**config.mk**
```make
export PLATFORM = sky130hd
export DESIGN_NAME = axi_lite_mem_responder
export DESIGN_NICKNAME = d
export VERILOG_FILES = /design/src/rtl/axi_lite_mem_responder.sv
export SDC_FILE = /design/constraint.sdc
export NUM_CORES = 1
export LEC_CHECK = 0
export CORE_MARGIN = 2
export CORE_UTILIZATION = 45
export CTS_BUF_LIST = sky130_fd_sc_hd__clkbuf_8 sky130_fd_sc_hd__clkbuf_16
export DETAILED_ROUTE_END_ITERATION = 12
export PLACE_DENSITY = 0.65
export SLEW_MARGIN = 40
export SYNTH_ARGS = -nofsm -noshare
export SYNTH_HDL_FRONTEND = slang
export SYNTH_SLANG_ARGS = --single-unit
```
**constraint.sdc**
```tcl
create_clock -name clk_i -period 2.6 [get_ports clk_i]
set_input_delay 0.39 -clock clk_i [delete_from_list [all_inputs] [get_ports clk_i]]
set_output_delay 0.39 -clock clk_i [all_outputs]
set_load 0.03 [all_outputs]
```
**src/rtl/axi_lite_mem_responder.sv**
```systemverilog
// AXI4-Lite terminating slave backed by a small word-addressed register memory.
// Independent aw/w holding registers feed a single B register; reads use a
// single R register. Out-of-range words answer SLVERR and never touch memory.

package axi_lite_mem_responder_pkg;
   typedef struct packed {
      logic [31:0] addr;
      logic [2:0]  prot;
   } ax_chan_t;

   typedef struct packed {
      logic [31:0] data;
      logic [3:0]  strb;
   } w_chan_t;

   typedef struct packed {
      logic [1:0] resp;
   } b_chan_t;

   typedef struct packed {
      logic [31:0] data;
      logic [1:0]  resp;
   } r_chan_t;

   typedef struct packed {
      ax_chan_t aw;
      logic     aw_valid;
      w_chan_t  w;
      logic     w_valid;
      logic     b_ready;
      ax_chan_t ar;
      logic     ar_valid;
      logic     r_ready;
   } req_t;

   typedef struct packed {
      logic    aw_ready;
      logic    w_ready;
      b_chan_t b;
      logic    b_valid;
      logic    ar_ready;
      r_chan_t r;
      logic    r_valid;
   } resp_t;
endpackage

module axi_lite_mem_responder #(
   parameter int unsigned NoWords   = 16,
   parameter int unsigned AddrWidth = 32,
   parameter int unsigned DataWidth = 32,
   parameter type         req_t     = axi_lite_mem_responder_pkg::req_t,
   parameter type         resp_t    = axi_lite_mem_responder_pkg::resp_t
) (
   input  logic  clk_i,
   input  logic  rst_ni,
   input  req_t  slv_req_i,
   output resp_t slv_resp_o
);

   localparam int unsigned StrbW = DataWidth / 8;
   localparam int unsigned OffW  = $clog2(StrbW);
   localparam int unsigned IdxW  = (NoWords > 1) ? $clog2(NoWords) : 1;
   localparam logic [1:0]  RespOkay   = 2'b00;
   localparam logic [1:0]  RespSlverr = 2'b10;

   function automatic logic addr_in_range(input logic [AddrWidth-1:0] addr);
      return (addr >> OffW) < AddrWidth'(NoWords);
   endfunction

   function automatic logic [IdxW-1:0] addr_idx(input logic [AddrWidth-1:0] addr);
      return IdxW'(addr >> OffW);
   endfunction

   logic                 aw_valid_q, aw_valid_d;
   logic [AddrWidth-1:0] aw_addr_q, aw_addr_d;
   logic                 w_valid_q, w_valid_d;
   logic [DataWidth-1:0] w_data_q, w_data_d;
   logic [StrbW-1:0]     w_strb_q, w_strb_d;
   logic                 b_valid_q, b_valid_d;
   logic [1:0]           b_resp_q, b_resp_d;
   logic                 r_valid_q, r_valid_d;
   logic [DataWidth-1:0] r_data_q, r_data_d;
   logic [1:0]           r_resp_q, r_resp_d;
   logic [DataWidth-1:0] mem_q [NoWords];
   logic [DataWidth-1:0] mem_d [NoWords];

   logic                 aw_ready, w_ready, ar_ready;
   logic                 aw_hs, w_hs, ar_hs;
   logic                 aw_avail, w_avail, commit;
   logic [AddrWidth-1:0] wr_addr;
   logic [DataWidth-1:0] wr_data;
   logic [StrbW-1:0]     wr_strb;
   logic                 wr_in_range;

   // prot carries no meaning for a plain memory
   logic unused_prot;
   assign unused_prot = ^{slv_req_i.aw.prot, slv_req_i.ar.prot};

   // Write-side handshakes and commit decision; a just-arriving beat bypasses its holding reg
   always_comb begin
      aw_ready    = !aw_valid_q;
      w_ready     = !w_valid_q;
      aw_hs       = slv_req_i.aw_valid & aw_ready;
      w_hs        = slv_req_i.w_valid & w_ready;
      aw_avail    = aw_valid_q | aw_hs;
      w_avail     = w_valid_q | w_hs;
      commit      = aw_avail & w_avail & (!b_valid_q | slv_req_i.b_ready);
      wr_addr     = aw_valid_q ? aw_addr_q : slv_req_i.aw.addr;
      wr_data     = w_valid_q ? w_data_q : slv_req_i.w.data;
      wr_strb     = w_valid_q ? w_strb_q : slv_req_i.w.strb;
      wr_in_range = addr_in_range(wr_addr);
   end

   // Holding registers and the B response register
   always_comb begin
      aw_valid_d = aw_valid_q;
      aw_addr_d  = aw_addr_q;
      w_valid_d  = w_valid_q;
      w_data_d   = w_data_q;
      w_strb_d   = w_strb_q;
      b_valid_d  = b_valid_q;
      b_resp_d   = b_resp_q;
      if (commit) begin
         aw_valid_d = 1'b0;
         w_valid_d  = 1'b0;
      end else begin
         if (aw_hs) begin
            aw_valid_d = 1'b1;
            aw_addr_d  = slv_req_i.aw.addr;
         end
         if (w_hs) begin
            w_valid_d = 1'b1;
            w_data_d  = slv_req_i.w.data;
            w_strb_d  = slv_req_i.w.strb;
         end
      end
      if (commit) begin
         b_valid_d = 1'b1;
         b_resp_d  = wr_in_range ? RespOkay : RespSlverr;
      end else if (slv_req_i.b_ready) begin
         b_valid_d = 1'b0;
      end
   end

   // Byte-strobed memory update on commit
   always_comb begin
      mem_d = mem_q;
      if (commit && wr_in_range) begin
         for (int i = 0; i < int'(StrbW); i++) begin
            if (wr_strb[i]) begin
               mem_d[addr_idx(wr_addr)][8*i +: 8] = wr_data[8*i +: 8];
            end
         end
      end
   end

   // Read path samples mem_q, so a same-edge write is seen only by later reads
   always_comb begin
      ar_ready  = !r_valid_q | slv_req_i.r_ready;
      ar_hs     = slv_req_i.ar_valid & ar_ready;
      r_valid_d = r_valid_q;
      r_data_d  = r_data_q;
      r_resp_d  = r_resp_q;
      if (ar_hs) begin
         r_valid_d = 1'b1;
         if (addr_in_range(slv_req_i.ar.addr)) begin
            r_data_d = mem_q[addr_idx(slv_req_i.ar.addr)];
            r_resp_d = RespOkay;
         end else begin
            r_data_d = '0;
            r_resp_d = RespSlverr;
         end
      end else if (slv_req_i.r_ready) begin
         r_valid_d = 1'b0;
      end
   end

   // Response struct assembly
   always_comb begin
      slv_resp_o          = '0;
      slv_resp_o.aw_ready = aw_ready;
      slv_resp_o.w_ready  = w_ready;
      slv_resp_o.b.resp   = b_resp_q;
      slv_resp_o.b_valid  = b_valid_q;
      slv_resp_o.ar_ready = ar_ready;
      slv_resp_o.r.data   = r_data_q;
      slv_resp_o.r.resp   = r_resp_q;
      slv_resp_o.r_valid  = r_valid_q;
   end

   // State registers; reset drops all pending traffic and clears the memory
   always_ff @(posedge clk_i or negedge rst_ni) begin
      if (!rst_ni) begin
         aw_valid_q <= 1'b0;
         aw_addr_q  <= '0;
         w_valid_q  <= 1'b0;
         w_data_q   <= '0;
         w_strb_q   <= '0;
         b_valid_q  <= 1'b0;
         b_resp_q   <= '0;
         r_valid_q  <= 1'b0;
         r_data_q   <= '0;
         r_resp_q   <= '0;
         for (int i = 0; i < int'(NoWords); i++) begin
            mem_q[i] <= '0;
         end
      end else begin
         aw_valid_q <= aw_valid_d;
         aw_addr_q  <= aw_addr_d;
         w_valid_q  <= w_valid_d;
         w_data_q   <= w_data_d;
         w_strb_q   <= w_strb_d;
         b_valid_q  <= b_valid_d;
         b_resp_q   <= b_resp_d;
         r_valid_q  <= r_valid_d;
         r_data_q   <= r_data_d;
         r_resp_q   <= r_resp_d;
         mem_q      <= mem_d;
      end
   end

endmodule
```
# Word-level counts from Yosys, hierarchy flattened
# Index checks and enable logic that the tools add are counted.
# word_totals
reg_bits	620
out_inout_bits	41
wordCells	91
# op_classes
order_cmp	5
n_mux	36
n_bitwise	12
n_reduce_logical	12
# op_table
op	count
$mux 512	7
$bwmux 512	4
$demux 32 s4	4
$mux 32	6
$bmux 32 s4	1
$lt 30x5->1 const B	2
$mux 24	1
$mux 16	1
$ge 5x5->1 const B	2
$not 4->5	2
$mux 1	8
$mux 8	1
$reduce_bool 2->1	4
$and 1x1->1	5
$lt 5x1->1 const B	1
$logic_not 1->1	4
$mux 2	2
$mux 4	1
$or 1x1->1	4
$reduce_and 2->1	2
$logic_and 1x1->1	2
$not 1->1	1

# Longest topological paths before layout
# depth
depth_word	17
depth_mapped	8
depth_no_buf	5

# Worst setup path before layout
# Ideal clock, no wire load.
# synth_timing
kind	flip-flop to flip-flop
startpoint	register aw_valid_q
endpoint	register mem_q[472] in the netlist's numbering
setup_time_ns	0.125
arrival_ns	2.294
t_required_ns	2.475
setup_slack_ns	0.181
stages_incl_launch_ff	8
n_path_buf	2
synth_period_minus_slack_ns	2.419
path_cell_list	dfrtp_1 buf_4 nor4_2 nand4_1 and2_1 clkbuf_1 nor4b_4 mux2_4
# synth_between
elab_chain_len	14
word_cells_on_any_way	28
classes_between	order compare (3); mux (17); bitwise (5); reduce/logical (3)
# synth_rtl
item	line	source
start: declaration	74	logic aw_valid_q, aw_valid_d;
start signal: assignment	208	aw_valid_q <= aw_valid_d;
$mux 32	108	wr_addr = aw_valid_q ? aw_addr_q : slv_req_i.aw.addr;
$not 4->5 (not written as such)	151	mem_d[addr_idx(wr_addr)][8*i +: 8] = wr_data[8*i +: 8];
$demux 32 s4	151	
$bwmux 512	151	
$mux 512	150	if (wr_strb[i]) begin
$mux 512	148	if (commit && wr_in_range) begin
$bwmux 512	151	
$mux 512	150	
$mux 512	148	
$bwmux 512	151	
$mux 512	150	
$mux 512	148	
$bwmux 512	151	
$mux 512	150	
end signal: assignment	218	mem_q <= mem_d;
end: declaration	84	logic [DataWidth-1:0] mem_q [NoWords];
# Parallel ways exist; a longest one is shown, timed or not. The select of a mux whose other input is x is not followed.
# A chain may end at the register's enable or synchronous reset.

# Final worst setup path
# layout_timing
startpoint	register aw_valid_q
endpoint	register mem_q[414] in the netlist's numbering
# Same word-level chain as after synthesis.

==> impl_metrics.json <==
{
  "switching_share": 0.265,
  "setup_viol": 0,
  "clock_sinks": 616,
  "grt_max_degree": 96,
  "power_leakage_uw": 0.0161,
  "grt_pass1_vias": 18097,
  "antenna_found_initial": 0,
  "p_switching_uw": 6240,
  "core_mm2": 0.0606,
  "start_kind": "register",
  "skew_ns": 0.0204,
  "remaining_drc_errors": 0,
  "crit_type": "reg2reg",
  "cp.arrival_ns": 2.95,
  "worstPathCellList": "nor4b_1 -> nand3_1 -> a221oi_4 -> nor4b_4 -> buf_4 -> mux2_2",
  "antenna_left": 0,
  "yosys-top-cells-area": "dfrtp_1 56%, mux2_2 25%, mux4_2 10%",
  "ir_worst_vdd_v": 0.000543,
  "cts.htree.levels": 3,
  "layout_common_cells": "615 x dfrtp_1, 603 x mux2_2, 137 x clkdlybuf4s50_1",
  "hpwlAfterDp_um": 44700,
  "rsz0062_at_grt": "false",
  "drt_iter0_markers": 963,
  "slew_viol_final": 0,
  "synth_top_cell_area_share": 0.557,
  "syn_area_mm2": 0.0277,
  "end_kind": "register",
  "antennaDiodeCount": 0,
  "wirelength_um": 66800,
  "grt_first_pass_wirelength_um": 106000,
  "p_comb_frac": 0.144,
  "tightest_slew_ns": 0.883,
  "synthFlopType": "dfrtp_1",
  "cts_tree": "yes",
  "drv_cap": 0,
  "grt-ovfl-total": 0,
  "area_growth_pct": 20.8,
  "die_w_um": 252,
  "fin_cells": 2858,
  "synth_seq_cells": 616,
  "r2r_setup_slack_ns": 0.13,
  "maxSlewHeadroom": 0.410,
  "drive_gt1_frac": 0.490,
  "num_rows": 90,
  "io_pins": 154,
  "drtPass1Iterations": 5,
  "yosysTopAreaCell": "dfrtp_1",
  "critPathSlowestCell": "a221oi_4",
  "dieArea_mm2": 0.0635,
  "fmax_mhz": 405,
  "status": "complete, no violations",
  "netlist_instances": 1776,
  "vias": 16541,
  "cp.required_ns": 3.08,
  "setup_tns_ns": 0,
  "synthArstFlopShare": 1.00,
  "root_buffer": "clkbuf_16",
  "initial_utilization": 0.457,
  "final_hold_viol_count": 0,
  "critPathTopFamily": "simple AND/OR/NAND/NOR gates",
  "clk_pin_slew_ns": 0.06,
  "cpPeakStageDelay_ns": 0.50,
  "hold_class": "in2async",
  "synth_edf_count": 0,
  "fillerInstances": 4857,
  "fin_crit_ns": 2.47,
  "clockBufferDepth": 3,
  "numCtsBuffers": 68,
  "ys_seq_area_frac": 0.557,
  "gr-usage-all-layers": 0.217,
  "crit_buf_inv": 1,
  "fp.dieH_um": 252,
  "period_share": 0.950,
  "final_common_cell": "dfrtp_1",
  "power_density_mw_per_mm2": 704,
  "ys_warn_count": 0,
  "synth.avg_cell_area_um2": 15.6,
  "nNetsFinal": 2142,
  "crit_fanout": 8,
  "via_per_inst": 5.79,
  "synth_cell_types": 37,
  "clock_power_share": 0.411,
  "numPortBuffers": 141,
  "insertion_delay_ns": 0.59,
  "holdWs_ns": 0.280,
  "p_int_uw": 17300,
  "seq_power_share": 0.445,
  "gp_congestion": 0.765,
  "power_uw": 23600,
  "wl_per_cell_um": 23.4,
  "placed_cells": 2739
}
## cell families (layout without fill, tap and decap cells)
kind of cell,after synthesis,after routing,synth area share
compound gates,115,115,0.0331
buf+inv,119,418,0.0174
flops,616,616,0.557
mux,744,744,0.355
other cells,1,2,0.000135
simple gates,181,181,0.0373
## worst reg2reg max path: cells and delay by family, from the launching register on
family                 cells  cell delay [ns]
AOI/OAI and AO/OA          1             0.50
DFF                        1             0.45
muxes                      1             0.35
and+or+nand+nor            3             0.83
buffers and inverters      1             0.22
## state kept, by name, summed over array words and instances, names as in the netlist
signal      count
mem_q         512
r_data_q       32
w_data_q       32
aw_addr_q      30
w_strb_q        4
aw_valid_q      1
b_resp_q        1
b_valid_q       1
r_resp_q        1
r_valid_q       1
w_valid_q       1
## what timing repair did
| item | CTS | global route |
|---|---|---|
| hold endpoints to repair | 31 | 0 |
| setup endpoints to repair | 0 | 50 |
| hold buffers | 1 | 0 |
| gates resized for setup | 0 | 4 |
| buffers inserted | 0 | 1 |
## layer usage
| layer | global-route usage | routed length (um) | part of all wire |
|---|---|---|---|
| met2 | 0.359 | 32800 | 0.49 |
| met5 | 0 | 0 | 0 |
| met3 | 0.0312 | 2730 | 0.041 |
| met4 | 0.0636 | 1370 | 0.021 |
| met1 | 0.299 | 29900 | 0.45 |
## synthesized netlist by cell type, types with 3 or more instances
| cell | n |
|---|---|
| dfrtp_1 | 616 |
| mux2_2 | 603 |
| mux4_2 | 128 |
| clkbuf_1 | 85 |
| a22oi_1 | 69 |
| nand3_1 | 43 |
| nand2_1 | 40 |
| a22o_1 | 35 |
| nor2_1 | 25 |
| nand4_1 | 24 |
| buf_1 | 17 |
| nor4_1 | 11 |
| buf_4 | 8 |
| mux2_4 | 8 |
| nand2b_1 | 7 |
| nor2b_1 | 7 |
| buf_2 | 5 |
| nor3_1 | 5 |
| inv_1 | 4 |
| mux2i_1 | 4 |
| nor4b_4 | 4 |
| and3b_1 | 3 |
| nor3b_1 | 3 |
| o22ai_1 | 3 |
## area by class of cell
| cell class | instances | area [um2] | share of cell area |
|---|---|---|---|
| multi-input combinational | 1042 | 11900 | 0.354 |
| inverter | 4 | 15.0 | 0.000449 |
| clock buffer | 87 | 2000 | 0.0597 |
| timing repair buffer | 297 | 2950 | 0.0880 |
| sequential | 616 | 15400 | 0.461 |
| clock inverter | 30 | 267 | 0.00796 |
| tap | 782 | 978 | 0.0292 |
## through the flow
step | utilization | cell area [um2] | setup slack, ns
floorplan | - | 27700 | 0.181
CTS | 0.552 | 33400 | 0.0143
global placement | 0.514 | 31100 | -0.166
global route | 0.552 | 33500 | 0.00380
finish | 0.552 | 33500 | 0.131
detailed placement | 0.515 | 31200 | -0.241
## power by group through the flow
stage                     registers (uW)  logic [uW]  clock network, uW
after global routing               10500        3740              10300
final                              10500        3410               9690
after detailed placement           10600        3440                  0
after global placement             10600        3300                  0
after floorplan                    10500        2170                  0
after CTS                          10500        3460               9930
## worst paths after layout
path	startpoint	end	cells after the start
setup / recovery	aw_valid_q$_DFFE_PN0P_	mem_q[414]$_DFFE_PN0P_	6
min in group clk_i	slv_req_i[63]	w_data_q[20]$_DFFE_PN0P_	2
hold reg to reg	mem_q[446]$_DFFE_PN0P_	mem_q[446]$_DFFE_PN0P_	1
setup reg to reg	aw_valid_q$_DFFE_PN0P_	mem_q[414]$_DFFE_PN0P_	6
hold / removal	rst_ni	aw_addr_q[7]$_DFFE_PN0P_	2
max in group asynchronous	rst_ni	w_data_q[5]$_DFFE_PN0P_	4
No activity file was read; power rests on OpenSTA's default activity.
